<file path="src/rtl/pipeline_ctrl_pkg.sv">
// Shared pipeline definitions: control FSM encoding, forwarding-mux selects
// and the bundle of pipeline-register enables/flushes.
package pipeline_ctrl_pkg;

    typedef enum logic {
        RUN   = 1'b0,
        DWAIT = 1'b1
    } ctrl_state_e;

    localparam logic [1:0] FORWARD_NONE   = 2'b00;
    localparam logic [1:0] FORWARD_MEM_WB = 2'b01;
    localparam logic [1:0] FORWARD_EX_MEM = 2'b10;

    typedef struct packed {
        logic pc_write;
        logic if_id_write;
        logic if_id_flush;
        logic id_ex_flush;
        logic back_write;
        logic mem_wb_flush;
    } ctrl_bus_t;

    localparam ctrl_bus_t CTRL_NORMAL = '{pc_write: 1'b1, if_id_write: 1'b1, if_id_flush: 1'b0,
                                          id_ex_flush: 1'b0, back_write: 1'b1, mem_wb_flush: 1'b0};
    localparam ctrl_bus_t CTRL_FREEZE = '{pc_write: 1'b0, if_id_write: 1'b0, if_id_flush: 1'b0,
                                          id_ex_flush: 1'b0, back_write: 1'b0, mem_wb_flush: 1'b1};
    localparam ctrl_bus_t CTRL_HAZARD = '{pc_write: 1'b0, if_id_write: 1'b0, if_id_flush: 1'b0,
                                          id_ex_flush: 1'b1, back_write: 1'b1, mem_wb_flush: 1'b0};
    localparam ctrl_bus_t CTRL_BRANCH = '{pc_write: 1'b1, if_id_write: 1'b1, if_id_flush: 1'b1,
                                          id_ex_flush: 1'b0, back_write: 1'b1, mem_wb_flush: 1'b0};
    localparam ctrl_bus_t CTRL_IMEM   = '{pc_write: 1'b0, if_id_write: 1'b1, if_id_flush: 1'b1,
                                          id_ex_flush: 1'b0, back_write: 1'b1, mem_wb_flush: 1'b0};
    localparam ctrl_bus_t CTRL_RESET  = '{pc_write: 1'b0, if_id_write: 1'b0, if_id_flush: 1'b1,
                                          id_ex_flush: 1'b1, back_write: 1'b0, mem_wb_flush: 1'b1};

endpackage

</file>
<file path="src/rtl/pipeline_ctrl_sat_counter.sv">
// Saturating up-counter: counts cycles with inc high, sticks at all-ones.
module sat_counter #(
    parameter int W = 16
) (
    input  logic         clk,
    input  logic         rstn,
    input  logic         inc,
    output logic [W-1:0] count
);

    localparam logic [W-1:0] CNT_MAX = {W{1'b1}};
    localparam logic [W-1:0] CNT_ONE = {{(W-1){1'b0}}, 1'b1};

    // Count register with saturation at all-ones.
    always_ff @(posedge clk or negedge rstn) begin
        if (!rstn) begin
            count <= {W{1'b0}};
        end else if (inc && (count != CNT_MAX)) begin
            count <= count + CNT_ONE;
        end else begin
            count <= count;
        end
    end

endmodule

</file>
<file path="src/rtl/pipeline_ctrl.sv">
// Five-stage pipeline controller: arbitrates memory freeze, hazard stalls,
// branch flushes and fetch waits into register enables/flushes, plus perf counters.
module pipeline_ctrl
    import pipeline_ctrl_pkg::*;
#(
    parameter int CNT_W   = 16,
    parameter int TIMEOUT = 64
) (
    input  logic             clk,
    input  logic             rstn,
    input  logic             hazard_stall,
    input  logic             branch_taken,
    input  logic             imem_ready,
    input  logic             dmem_req,
    input  logic             dmem_ready,
    output logic             PC_Write,
    output logic             IF_ID_Write,
    output logic             IF_ID_Flush,
    output logic             ID_EX_Flush,
    output logic             Back_Write,
    output logic             MEM_WB_Flush,
    output logic             mem_err,
    output logic [CNT_W-1:0] stall_cnt,
    output logic [CNT_W-1:0] flush_cnt
);

    localparam int WAIT_W = $clog2(TIMEOUT + 1);
    localparam logic [WAIT_W-1:0] WAIT_ONE  = WAIT_W'(1);
    // The RUN cycle that starts the access already counts as wait cycle one.
    localparam logic [WAIT_W-1:0] WAIT_LAST = WAIT_W'(TIMEOUT - 1);

    ctrl_state_e       state_r;
    ctrl_state_e       state_nxt_s;
    logic [WAIT_W-1:0] wait_cnt_r;
    logic              mem_err_r;
    logic              timeout_s;
    logic              branch_flush_s;
    ctrl_bus_t         ctrl_s;

    // Next-state and priority-encoded control outputs.
    always_comb begin
        state_nxt_s    = state_r;
        ctrl_s         = CTRL_NORMAL;
        timeout_s      = 1'b0;
        branch_flush_s = 1'b0;
        if (!rstn) begin
            ctrl_s = CTRL_RESET;
        end else begin
            case (state_r)
                RUN: begin
                    if (dmem_req && !dmem_ready) begin
                        ctrl_s      = CTRL_FREEZE;
                        state_nxt_s = DWAIT;
                    end else if (hazard_stall) begin
                        ctrl_s = CTRL_HAZARD;
                    end else if (branch_taken) begin
                        ctrl_s         = CTRL_BRANCH;
                        branch_flush_s = 1'b1;
                    end else if (!imem_ready) begin
                        ctrl_s = CTRL_IMEM;
                    end else begin
                        ctrl_s = CTRL_NORMAL;
                    end
                end
                DWAIT: begin
                    if (dmem_ready) begin
                        ctrl_s      = CTRL_NORMAL;
                        state_nxt_s = RUN;
                    end else if (wait_cnt_r >= WAIT_LAST) begin
                        ctrl_s      = CTRL_FREEZE;
                        timeout_s   = 1'b1;
                        state_nxt_s = RUN;
                    end else begin
                        ctrl_s      = CTRL_FREEZE;
                        state_nxt_s = DWAIT;
                    end
                end
                default: begin
                    ctrl_s      = CTRL_RESET;
                    state_nxt_s = RUN;
                end
            endcase
        end
    end

    // State, wait counter and sticky timeout flag.
    always_ff @(posedge clk or negedge rstn) begin
        if (!rstn) begin
            state_r    <= RUN;
            wait_cnt_r <= {WAIT_W{1'b0}};
            mem_err_r  <= 1'b0;
        end else begin
            state_r   <= state_nxt_s;
            mem_err_r <= mem_err_r | timeout_s;
            if ((state_r == RUN) && (state_nxt_s == DWAIT)) begin
                wait_cnt_r <= WAIT_ONE;
            end else if ((state_r == DWAIT) && (state_nxt_s == DWAIT)) begin
                wait_cnt_r <= wait_cnt_r + WAIT_ONE;
            end else begin
                wait_cnt_r <= {WAIT_W{1'b0}};
            end
        end
    end

    assign PC_Write     = ctrl_s.pc_write;
    assign IF_ID_Write  = ctrl_s.if_id_write;
    assign IF_ID_Flush  = ctrl_s.if_id_flush;
    assign ID_EX_Flush  = ctrl_s.id_ex_flush;
    assign Back_Write   = ctrl_s.back_write;
    assign MEM_WB_Flush = ctrl_s.mem_wb_flush;
    assign mem_err      = mem_err_r;

    sat_counter #(.W(CNT_W)) u_stall_cnt (
        .clk   (clk),
        .rstn  (rstn),
        .inc   (~ctrl_s.pc_write),
        .count (stall_cnt)
    );

    sat_counter #(.W(CNT_W)) u_flush_cnt (
        .clk   (clk),
        .rstn  (rstn),
        .inc   (branch_flush_s),
        .count (flush_cnt)
    );

endmodule

</file>
<file path="config.mk">
export PLATFORM = sky130hd
export DESIGN_NAME = pipeline_ctrl
export DESIGN_NICKNAME = d
export VERILOG_FILES = /design/src/rtl/pipeline_ctrl_pkg.sv /design/src/rtl/pipeline_ctrl_sat_counter.sv /design/src/rtl/pipeline_ctrl.sv
export SDC_FILE = /design/constraint.sdc
export NUM_CORES = 1
export LEC_CHECK = 0
export CORE_ASPECT_RATIO = 1.1
export CORE_MARGIN = 2
export CORE_UTILIZATION = 51
export CTS_CLUSTER_SIZE = 20
export DETAILED_ROUTE_END_ITERATION = 8
export HOLD_SLACK_MARGIN = 0.15
export MAX_ROUTING_LAYER = met4
export PLACE_DENSITY = 0.89
export SETUP_SLACK_MARGIN = 0.3
export SYNTH_ARGS = -nofsm -noshare
export SYNTH_HDL_FRONTEND = slang
export SYNTH_SLANG_ARGS = --single-unit
</file>
<file path="constraint.sdc">
create_clock -name clk -period 2.15 [get_ports clk]
set_input_delay 0.3225 -clock clk [delete_from_list [all_inputs] [get_ports clk]]
set_output_delay 0.3225 -clock clk [all_outputs]
set_load 0.1 [all_outputs]
</file>
==> impl_metrics.py <==
metrics = {
    "timing": {
        "setup_ws_ps": 339,
        "min_period_ps": 1810,
        "drv_slew": 0,
        "max-slew-margin-rel_pct": 62.8,
        "tns_ps": 0,
        "skew_ps": 9.96,
        "worst_slew_pin_slew_ps": 553,
        "hold_violations": 0,
        "fmax_mhz": 552,
        "setup_violations": 0,
        "fin_crit_sh_pct": 84.2,
        "rsz0062_at_grt": "true",
    },
    "die": {
        "rows": 24,
        "start_util_pct": 54.0,
        "dieArea_mm2": 0.00480,
        "core_mm2": 0.00402,
        "ioPinCount": 46,
        "die_w_um": 66.3,
        "dieHeight_um": 72.5,
    },
    "min_path": {
        "hp-class": "input port to asynchronous set/reset pin",
    },
    "placed_design": {
        "dp_slack_ps": 12.4,
        "place_hpwl_um": 3660,
        "io_buffers": 45,
        "routabilityCongestion": 0.932,
    },
    "global_route": {
        "grt.total_usage_pct": 23.9,
        "globalRouteOverflowTotal": 0,
        "antenna_found_initial": 0,
        "grt_max_degree": 34,
        "grt_pass1_vias": 1813,
        "grt_pass1_wl_um": 8500,
    },
    "run_status": {
        "status": "finished, final reports clean",
    },
    "clock_network": {
        "cts_tree": "built",
        "clkLatencyLatePin_ps": 300,
        "clk_pin_slew_ps": 90,
        "cts_sinks": 41,
        "cts-root-buf": "clkbuf_8",
        "cts_buffers": 5,
        "htree_levels": 2,
        "clk_path_buf_depth": 2,
    },
    "setup_path": {
        "worstSetupPathType": "flop to flop",
        "cp.required_ps": 2340,
        "critPathArrivalTime_ps": 2000,
        "critical_path.max_fanout": 6,
        "end_kind": "flop",
        "cp-start-kind": "flop",
    },
    "drt": {
        "totalWireLength_um": 5190,
        "dr.pass1.iters": 4,
        "wire_per_inst_um": 16.2,
        "postRouteAntennaNets": 0,
        "drc": 0,
        "routed_via_density": 5.70,
        "drt-initial-drc-count": 121,
        "num_vias": 1830,
    },
    "logic_synthesis": {
        "synth_fp_nets": 213,
        "synth_cell_type_count": 47,
        "synthCells": 203,
        "synth_commonest_cells": "dfrtp_1 (41), xor2_1 (19), nand3_1 (17), nand2_1 (15), xnor2_1 (14)",
        "ys_seq_area_share_pct": 47.2,
        "avgSynthCellArea_um2": 10.7,
        "ys_ff_latch": 41,
        "synth_edf_count": 0,
        "synth_ff_type": "dfrtp_1",
        "synth_top_area_share_pct": 47.2,
        "netlist_area_mm2": 0.00217,
        "synth_top_area_cell": "dfrtp_1",
        "yosys-top-cells-area": "dfrtp_1 (47%), xor2_1 (7.7%), xnor2_1 (5.6%)",
        "ys_warn_count": 0,
        "ys_async_sr_fraction_pct": 100,
        "synth_most_common_cell": "dfrtp_1",
    },
    "cells_and_area": {
        "diodes": 0,
        "nFillCells": 265,
        "drive_above_1_share_pct": 46.1,
        "post-route-util_pct": 77.2,
        "syn2layout_area_growth_pct": 42.9,
        "nNetsFinal": 278,
    },
    "power_and_ir_drop": {
        "p_per_area_mw_per_mm2": 1270,
        "vdd_drop_max_mv": 1.18,
        "p_leak_nw": 1.30,
    },
    "run": {
        "maxCapViolCount": 0,
    },
}
## state kept, by name, indices dropped and copies added, names as in the netlist
signal             flops
u_flush_cnt.count     16
u_stall_cnt.count     16
wait_cnt_r             7
mem_err                1
state_r                1
## worst max-delay path, stage by stage, from the launching register on
cell and delay, ps:
dfrtp_2 420, buf_6 140, nand3b_4 150, or3_4 330, or3b_1 370, mux2_4 300
## metrics by stage
step	hold WS (ps)	cell area, µm²	cells	total power [W]
floorplan	26.9	2360	203	0.00275
global placement	211	2920	310	0.00316
detailed placement	213	2920	310	0.00321
CTS	176	3090	321	0.00397
global route	205	3110	321	0.00410
finish	192	3110	321	0.00396
## path summary, 6_finish.rpt
kind | end | slack [ps] | cells after the start | from
max | u_flush_cnt.count[14] | 340 | 5 | state_r
min | wait_cnt_r[2] | 190 | 2 | rstn
max reg2reg | u_flush_cnt.count[14] | 340 | 5 | state_r
min reg2reg | mem_err | 470 | 2 | mem_err
max in group asynchronous | state_r | 1330 | 2 | rstn
min in group clk | mem_err | 470 | 2 | mem_err
## where the power goes
| part | switching, W | internal (W) |
|---|---|---|
| registers | 0.000229 | 0.00103 |
| clock network | 0.000279 | 0.000461 |
| logic | 0.00149 | 0.000474 |
| total | 0.00200 | 0.00196 |
## area by class of cell
| class | count | area (µm²) | area share, % |
|---|---|---|---|
| Clock buffer | 5 | 68.8 | 2.21 |
| Clock inverter | 3 | 65.1 | 2.09 |
| Tap cell | 52 | 65.1 | 2.09 |
| Inverter | 10 | 37.5 | 1.21 |
| Timing Repair Buffer | 62 | 561 | 18.0 |
| Sequential cell | 41 | 1140 | 36.7 |
| Multi-Input combinational cell | 148 | 1170 | 37.7 |
## placed cells by master (no fill, tap or decap), types with 4 or more instances in the layout
master / synthesis / layout
inv_1: 10 / 10
buf_12: 0 / 6
xor2_1: 19 / 19
nand2_1: 15 / 15
dfrtp_2: 0 / 4
nand3_1: 17 / 16
nor4_1: 6 / 5
dlygate4sd2_1: 0 / 5
nand4_1: 6 / 6
dfrtp_4: 0 / 29
a211oi_1: 5 / 5
nor3_1: 7 / 6
clkbuf_8: 0 / 6
buf_4: 1 / 46
xnor2_1: 14 / 14
nor2_1: 13 / 11
dfrtp_1: 41 / 8
and3_1: 4 / 4
## layer usage
metal  part of all wire, %  wire length, µm  up-vias  global-route usage, %
met2                    52             2680       50                   39.9
met4                   2.3              121        0                   9.98
met3                   3.8              195       11                   4.03
li1                      -                -      856                      -
met5                     0                0        -                      -
met1                    42             2190      913                   28.7
## cells by family after synthesis
| group | Yosys count | share of synthesized area [%] |
|---|---|---|
| adders and majority gates | 3 | 1.73 |
| xor gates and xnor gates | 33 | 13.3 |
| buffers and inverters | 14 | 3.05 |
| AOI/OAI and AO/OA | 19 | 7.83 |
| muxes | 4 | 2.19 |
| and+or+nand+nor | 89 | 24.7 |
| DFF | 41 | 47.2 |
## timing repair
action                     in CTS  in global routing
cloned                          0                  0
setup buffers                   2                  0
gates resized for setup         9                  5
hold buffers                    1                  0
pin swaps                       2                  3
setup endpoints to repair       4                  8
hold endpoints to repair        3                  0
Power figures use the tool's default switching activity.
